### src/rtl/uart_pkg.sv
// Shared definitions for the UART frame writer: FSM states and default constants.
package uart_pkg;

    // Frame parser states: waiting for header, length byte, payload bytes, checksum byte.
    typedef enum logic [1:0] {
        ST_IDLE = 2'd0,
        ST_LEN  = 2'd1,
        ST_PAY  = 2'd2,
        ST_CHK  = 2'd3
    } frameState_e;

    // Start-of-frame marker.
    localparam logic [7:0] HDR_BYTE_DEF = 8'hA5;

    // 1 ms of inter-byte silence at 50 MHz.
    localparam int TIMEOUT_CYC_DEF = 50000;

    // Filler for the low byte of the final word of an odd-length payload.
    localparam logic [7:0] PAD_BYTE = 8'h00;

    // Payload is packed MSB-first: the earlier byte lands in the high half.
    function automatic logic [15:0] packWord(input logic [7:0] hiByte, input logic [7:0] loByte);
        return {hiByte, loByte};
    endfunction

endpackage

### src/rtl/uart_rx_timeout.sv
// Inter-byte silence watchdog for the frame writer.
// Produces a one-cycle pulse one cycle before the frame writer must flag the
// error, so the registered error pulse lands exactly TIMEOUT_CYC cycles after
// the last received byte. A clear in the same cycle always suppresses the pulse.
module uart_rx_timeout import uart_pkg::*; #(
    parameter int TIMEOUT_CYC = TIMEOUT_CYC_DEF
) (
    input  logic clk_i,
    input  logic rst_i,
    input  logic clear_i,
    input  logic enable_i,
    output logic expired_o
);

    localparam int               CNT_W    = $clog2(TIMEOUT_CYC + 1);
    localparam logic [CNT_W-1:0] LAST_CNT = CNT_W'(TIMEOUT_CYC - 2);

    logic [CNT_W-1:0] count_q;
    logic [CNT_W-1:0] count_d;

    assign expired_o = enable_i && !clear_i && (count_q == LAST_CNT);

    // Count idle cycles while a frame is open; restart on every byte, when idle, or after firing.
    always_comb begin
        count_d = count_q + 1'b1;
        if (clear_i || !enable_i || expired_o) begin
            count_d = '0;
        end
    end

    // Counter register with synchronous reset.
    always_ff @(posedge clk_i) begin
        if (rst_i) begin
            count_q <= '0;
        end else begin
            count_q <= count_d;
        end
    end

endmodule

### src/rtl/uart_frame_writer.sv
// Framed UART byte stream to 16-bit RAM word writer.
// Frame: HDR, LEN (1..255), LEN payload bytes, CHK = XOR of LEN and payload.
// Payload is packed MSB-first into words and written as it arrives; a frame
// that fails (zero length, bad checksum, inter-byte timeout) rewinds the write
// pointer to where the frame started so its words get overwritten later.
module uart_frame_writer import uart_pkg::*; #(
    parameter int         ADDR_W      = 16,
    parameter logic [7:0] HDR_BYTE    = HDR_BYTE_DEF,
    parameter int         TIMEOUT_CYC = TIMEOUT_CYC_DEF
) (
    input  logic              mclk_i,
    input  logic              rst_i,
    input  logic              rx_done_i,
    input  logic [7:0]        data_byte_i,
    input  logic              clr_addr_i,
    output logic              wr_en_o,
    output logic [ADDR_W-1:0] ram_addr_o,
    output logic [15:0]       dout_o,
    output logic              frame_done_o,
    output logic              frame_err_o,
    output logic [7:0]        frame_len_o,
    output logic              busy_o
);

    frameState_e       state_q;
    logic [ADDR_W-1:0] wrPtr_q;
    logic [ADDR_W-1:0] startPtr_q;
    logic [ADDR_W-1:0] wrPtrLive;
    logic [7:0]        chk_q;
    logic [7:0]        rem_q;
    logic [7:0]        len_q;
    logic [7:0]        hiByte_q;
    logic              half_q;
    logic              wrEn_q;
    logic [ADDR_W-1:0] ramAddr_q;
    logic [15:0]       dout_q;
    logic              frameDone_q;
    logic              frameErr_q;
    logic [7:0]        frameLen_q;
    logic              timeoutHit;

    // The pointer only advances on the edge after a write strobe, so any decision
    // taken in a write cycle (next word address, frame commit) must see the
    // post-increment value rather than the stale register.
    assign wrPtrLive = wrEn_q ? (wrPtr_q + 1'b1) : wrPtr_q;

    uart_rx_timeout #(
        .TIMEOUT_CYC(TIMEOUT_CYC)
    ) u_timeout (
        .clk_i    (mclk_i),
        .rst_i    (rst_i),
        .clear_i  (rx_done_i),
        .enable_i (state_q != ST_IDLE),
        .expired_o(timeoutHit)
    );

    assign wr_en_o      = wrEn_q;
    assign ram_addr_o   = ramAddr_q;
    assign dout_o       = dout_q;
    assign frame_done_o = frameDone_q;
    assign frame_err_o  = frameErr_q;
    assign frame_len_o  = frameLen_q;
    assign busy_o       = (state_q != ST_IDLE);

    // Frame parser FSM with payload packing, checksum, pointer bookkeeping and registered strobes.
    always_ff @(posedge mclk_i) begin
        if (rst_i) begin
            state_q     <= ST_IDLE;
            wrPtr_q     <= '0;
            startPtr_q  <= '0;
            chk_q       <= '0;
            rem_q       <= '0;
            len_q       <= '0;
            hiByte_q    <= '0;
            half_q      <= 1'b0;
            wrEn_q      <= 1'b0;
            ramAddr_q   <= '0;
            dout_q      <= '0;
            frameDone_q <= 1'b0;
            frameErr_q  <= 1'b0;
            frameLen_q  <= '0;
        end else begin
            wrEn_q      <= 1'b0;
            frameDone_q <= 1'b0;
            frameErr_q  <= 1'b0;
            wrPtr_q     <= wrPtrLive;

            if ((state_q != ST_IDLE) && timeoutHit) begin
                frameErr_q <= 1'b1;
                wrPtr_q    <= startPtr_q;
                state_q    <= ST_IDLE;
            end else begin
                case (state_q)
                    ST_IDLE: begin
                        if (clr_addr_i) begin
                            wrPtr_q    <= '0;
                            startPtr_q <= '0;
                        end
                        if (rx_done_i && (data_byte_i == HDR_BYTE)) begin
                            state_q <= ST_LEN;
                            if (!clr_addr_i) begin
                                startPtr_q <= wrPtrLive;
                            end
                        end
                    end

                    ST_LEN: begin
                        if (rx_done_i) begin
                            if (data_byte_i == 8'h00) begin
                                frameErr_q <= 1'b1;
                                state_q    <= ST_IDLE;
                            end else begin
                                rem_q   <= data_byte_i;
                                chk_q   <= data_byte_i;
                                len_q   <= data_byte_i;
                                half_q  <= 1'b0;
                                state_q <= ST_PAY;
                            end
                        end
                    end

                    ST_PAY: begin
                        if (rx_done_i) begin
                            chk_q <= chk_q ^ data_byte_i;
                            rem_q <= rem_q - 1'b1;
                            if (half_q) begin
                                wrEn_q    <= 1'b1;
                                ramAddr_q <= wrPtrLive;
                                dout_q    <= packWord(hiByte_q, data_byte_i);
                                half_q    <= 1'b0;
                            end else if (rem_q == 8'd1) begin
                                wrEn_q    <= 1'b1;
                                ramAddr_q <= wrPtrLive;
                                dout_q    <= packWord(data_byte_i, PAD_BYTE);
                            end else begin
                                hiByte_q <= data_byte_i;
                                half_q   <= 1'b1;
                            end
                            if (rem_q == 8'd1) begin
                                state_q <= ST_CHK;
                            end
                        end
                    end

                    ST_CHK: begin
                        if (rx_done_i) begin
                            if (data_byte_i == chk_q) begin
                                frameDone_q <= 1'b1;
                                frameLen_q  <= len_q;
                                startPtr_q  <= wrPtrLive;
                            end else begin
                                frameErr_q <= 1'b1;
                                wrPtr_q    <= startPtr_q;
                            end
                            state_q <= ST_IDLE;
                        end
                    end

                    default: begin
                        state_q <= ST_IDLE;
                    end
                endcase
            end
        end
    end

endmodule

### config.mk
export PLATFORM = sky130hd
export DESIGN_NAME = uart_frame_writer
export DESIGN_NICKNAME = d
export VERILOG_FILES = /design/src/rtl/uart_pkg.sv /design/src/rtl/uart_rx_timeout.sv /design/src/rtl/uart_frame_writer.sv
export SDC_FILE = /design/constraint.sdc
export NUM_CORES = 1
export LEC_CHECK = 0
export BUFFER_PORTS_ARGS = -buffer_cell sky130_fd_sc_hd__buf_2
export CELL_PAD_IN_SITES_DETAIL_PLACEMENT = 0
export CELL_PAD_IN_SITES_GLOBAL_PLACEMENT = 2
export CORE_ASPECT_RATIO = 1.2
export CORE_MARGIN = 2
export CORE_UTILIZATION = 36
export CTS_CLUSTER_DIAMETER = 200
export DETAILED_ROUTE_END_ITERATION = 6
export GPL_TIMING_DRIVEN = 0
export MAX_ROUTING_LAYER = met4
export PLACE_DENSITY_LB_ADDON = 0.1
export SLEW_MARGIN = 20
export SYNTH_ARGS = -nofsm -noshare
export SYNTH_HDL_FRONTEND = slang
export SYNTH_SLANG_ARGS = --single-unit
### constraint.sdc
create_clock -name mclk_i -period 2.2 [get_ports mclk_i]
set_input_delay 0.55 -clock mclk_i [delete_from_list [all_inputs] [get_ports mclk_i]]
set_output_delay 0.55 -clock mclk_i [all_outputs]
set_load 0.005 [all_outputs]
==> metrics.txt <==
Distinct cells, synth between 60 and 70; Synth Cell Area about 6300 µm²; share of the synthesized area in the top cell type ~40%; largest net degree at the start of global routing 17; DR vias/cell 5.602; drt wl/cell 18.95 µm; worst hold slack approximately 0.46 ns; count of final max-slew check failures 0; number of synthesized flops with an enable pin 0; Final Hold Fails 0; YS warnings 0; # diodes 0; # DRC 0; most common cell in the netlist dfxtp_1; Avg Inst Size Synth ~8.4 µm²; largest cells by area after synthesis dfxtp_1, nor2_1, a21oi_1; H-tree depth 4; FP Rows 52; CTS tree built; DRT iter0 DRCs 294; Final Skew about 0.010 ns; Port-buffer cells about 50; Min-Delay Path Depth 1; Worst Tran Pin Value between 0.7 and 0.8 ns; fin crit share between 90% and 100%; Post-CTS Hold Fix Bufs 0; layout net count 843; final number of setup-violating endpoints 0; Worst Setup End Kind flip-flop; Max Fclk between 400 and 500 MHz; Initial Util ~37%; Synth top cells by count dfxtp_1, nor2_1, a21oi_1; CP max FO 10; Arr. time, crit path 2.48 ns; Num CTS Buffers 17; Top FF cell, synth dfxtp_1; DRT Wirelength ~20000 µm; Die Wd around 120 µm; clk_lat worst skew 0.42 ns; IO Count 56; drt pass-1 iters 5; Reg clk slew, reported paths 0.06 ns; syn nets ~770; Worst Hold Class flip-flop to flip-flop; PwrDens approximately 720 nW/µm²; Area Growth Syn to Fin 20.35%; die height between 100 and 150 µm; Final Instance Area around 7500 µm²; Detail Placement HPWL around 14000 µm; outcome complete, no violations; startpoint types primary input; sequential area share after synthesis approximately two fifths; first-pass GRT wire length just over 30000 µm; placed inst area slightly below 7000 µm²; via count a little under 6000; Synth Register Bits about 130; Max Root-Sink Buffers 2; Slew Limit Headroom about half; GP Congestion roughly 0.87; initial antenna violation count 0; share of layout cells above drive strength 1 20.12%; Sink Count approximately 130; P_leak between 2 and 3 nW; r2r worst-path depth 7; ys async rst share 0%; max cap viols 0; core box area between 15000 and 20000 µm²; gr usage total approximately 22%; ANT nets after route 0; total congestion overflow 0; Synth Instances between 700 and 800; dpl cells 1012; maximum vdd drop 0.5289 mV; Req. time, crit path about 2.5 ns; RSZ-0062 raised after global routing yes; # fillers ~1700; dominant cell type by area after synthesis dfxtp_1; CTS root buf clkbuf_16; CP Class primary input to flip-flop; Non-Filler Instances approximately 1100; die area 18460 µm²; vias in the first global route 5641; crit path time final 2.142 ns
cell families after synthesis:
group	count (synthesis)	share of synthesized area (%)
adder cells (fa/ha/maj)	9	1.799
XOR/XNOR	32	4.598
flip-flops	126	40.30
multiplexers	29	4.678
buffers and inverters	79	5.738
AO/OA/AOI/OAI	206	21.57
AND/OR/NAND/NOR	264	21.31
layout make-up:
class / instances / area, µm² / share of cell area [%]
buffer: 56 / 294.0 / 3.904
clock buffer: 20 / 446.7 / 5.930
clock inverter: 12 / 96.34 / 1.279
inverter: 21 / 78.83 / 1.047
multi-input combinational: 540 / 3501 / 46.48
sequential: 126 / 2522 / 33.49
tap: 216 / 270.3 / 3.588
timing repair buffer: 60 / 322.8 / 4.286
flip-flops by register name, summed over array words and instances, names as in the netlist, named ones only:
name,count
chk_q,8
dout_o,16
frame_done_o,1
frame_err_o,1
frame_len_o,8
half_q,1
hiByte_q,8
len_q,8
ram_addr_o,16
rem_q,8
startPtr_q,16
state_q,1
u_timeout.count_q,16
wrPtr_q,16
wr_en_o,1
critical path: stages:
cell,delay (ns)
buf_2,0.11
buf_2,0.29
xnor2_1,0.18
nand4_1,0.34
o21ai_0,0.41
clkbuf_2,0.32
nand3_1,0.12
a21oi_1,0.16
path summary, 6_finish.rpt:
check | start | slack, ns | end
max | data_byte_i[5] | 0.06 | wrPtr_q[3]
min | u_timeout.count_q[0] | 0.46 | u_timeout.count_q[0]
max reg2reg | wr_en_o | 0.09 | startPtr_q[9]
min reg2reg | u_timeout.count_q[0] | 0.46 | u_timeout.count_q[0]
timing repair:
action                                  in CTS  in global routing
resized for setup                           21                 21
setup buffers                                4                  5
pin swaps                                    2                  2
endpoints found under the setup margin      68                 63
per-stage QoR:
| stage | total power, mW | util (%) | worst slack (ns) | TNS [ns] |
|---|---|---|---|---|
| 2_1_floorplan | 2.716 | - | 0.1133 | 0 |
| 3_3_place_gp | 2.852 | 39.95 | -0.5423 | -23.85 |
| 3_5_place_dp | 2.861 | 39.95 | -0.5326 | -26.86 |
| 4_1_cts | 5.499 | 43.81 | 0.02244 | 0 |
| 5_1_grt | 5.657 | 44.36 | -0.06775 | -0.07125 |
| 6_report | 5.458 | 44.36 | 0.05805 | 0 |
layer usage:
metal	track usage, %	vias to the layer above	wire, µm
met3	4.388	36	792
met2	34.62	158	9427
met1	27.25	2854	8928
li1	-	2840	-
met5	-	-	0
met4	11.07	0	767
layout by cell type, fill, tap and decap left out, types with 6 or more instances in the layout:
cell type / n
dfxtp_1: 126
nor2_1: 94
a21oi_1: 64
buf_2: 62
nand2_1: 53
nand3_1: 34
o21ai_0: 33
mux2i_1: 27
clkbuf_1: 25
a211oi_1: 21
inv_1: 21
xnor2_1: 19
o21ai_1: 19
buf_4: 18
nor3_1: 17
clkbuf_16: 17
nand4_1: 12
a22oi_1: 9
o211ai_1: 9
xor2_1: 9
clkbuf_2: 8
ha_1: 7
clkinv_2: 7
and4_1: 6
where the power goes:
| group | leakage, nW | switching (mW) | total, mW | internal [mW] |
|---|---|---|---|---|
| clock | 0.265 | 1.05 | 2.62 | 1.57 |
| combinational | 1.44 | 0.316 | 0.478 | 0.162 |
| sequential | 1.02 | 0.0398 | 2.36 | 2.32 |
Note: power is estimated with default switching activity, not from simulation.
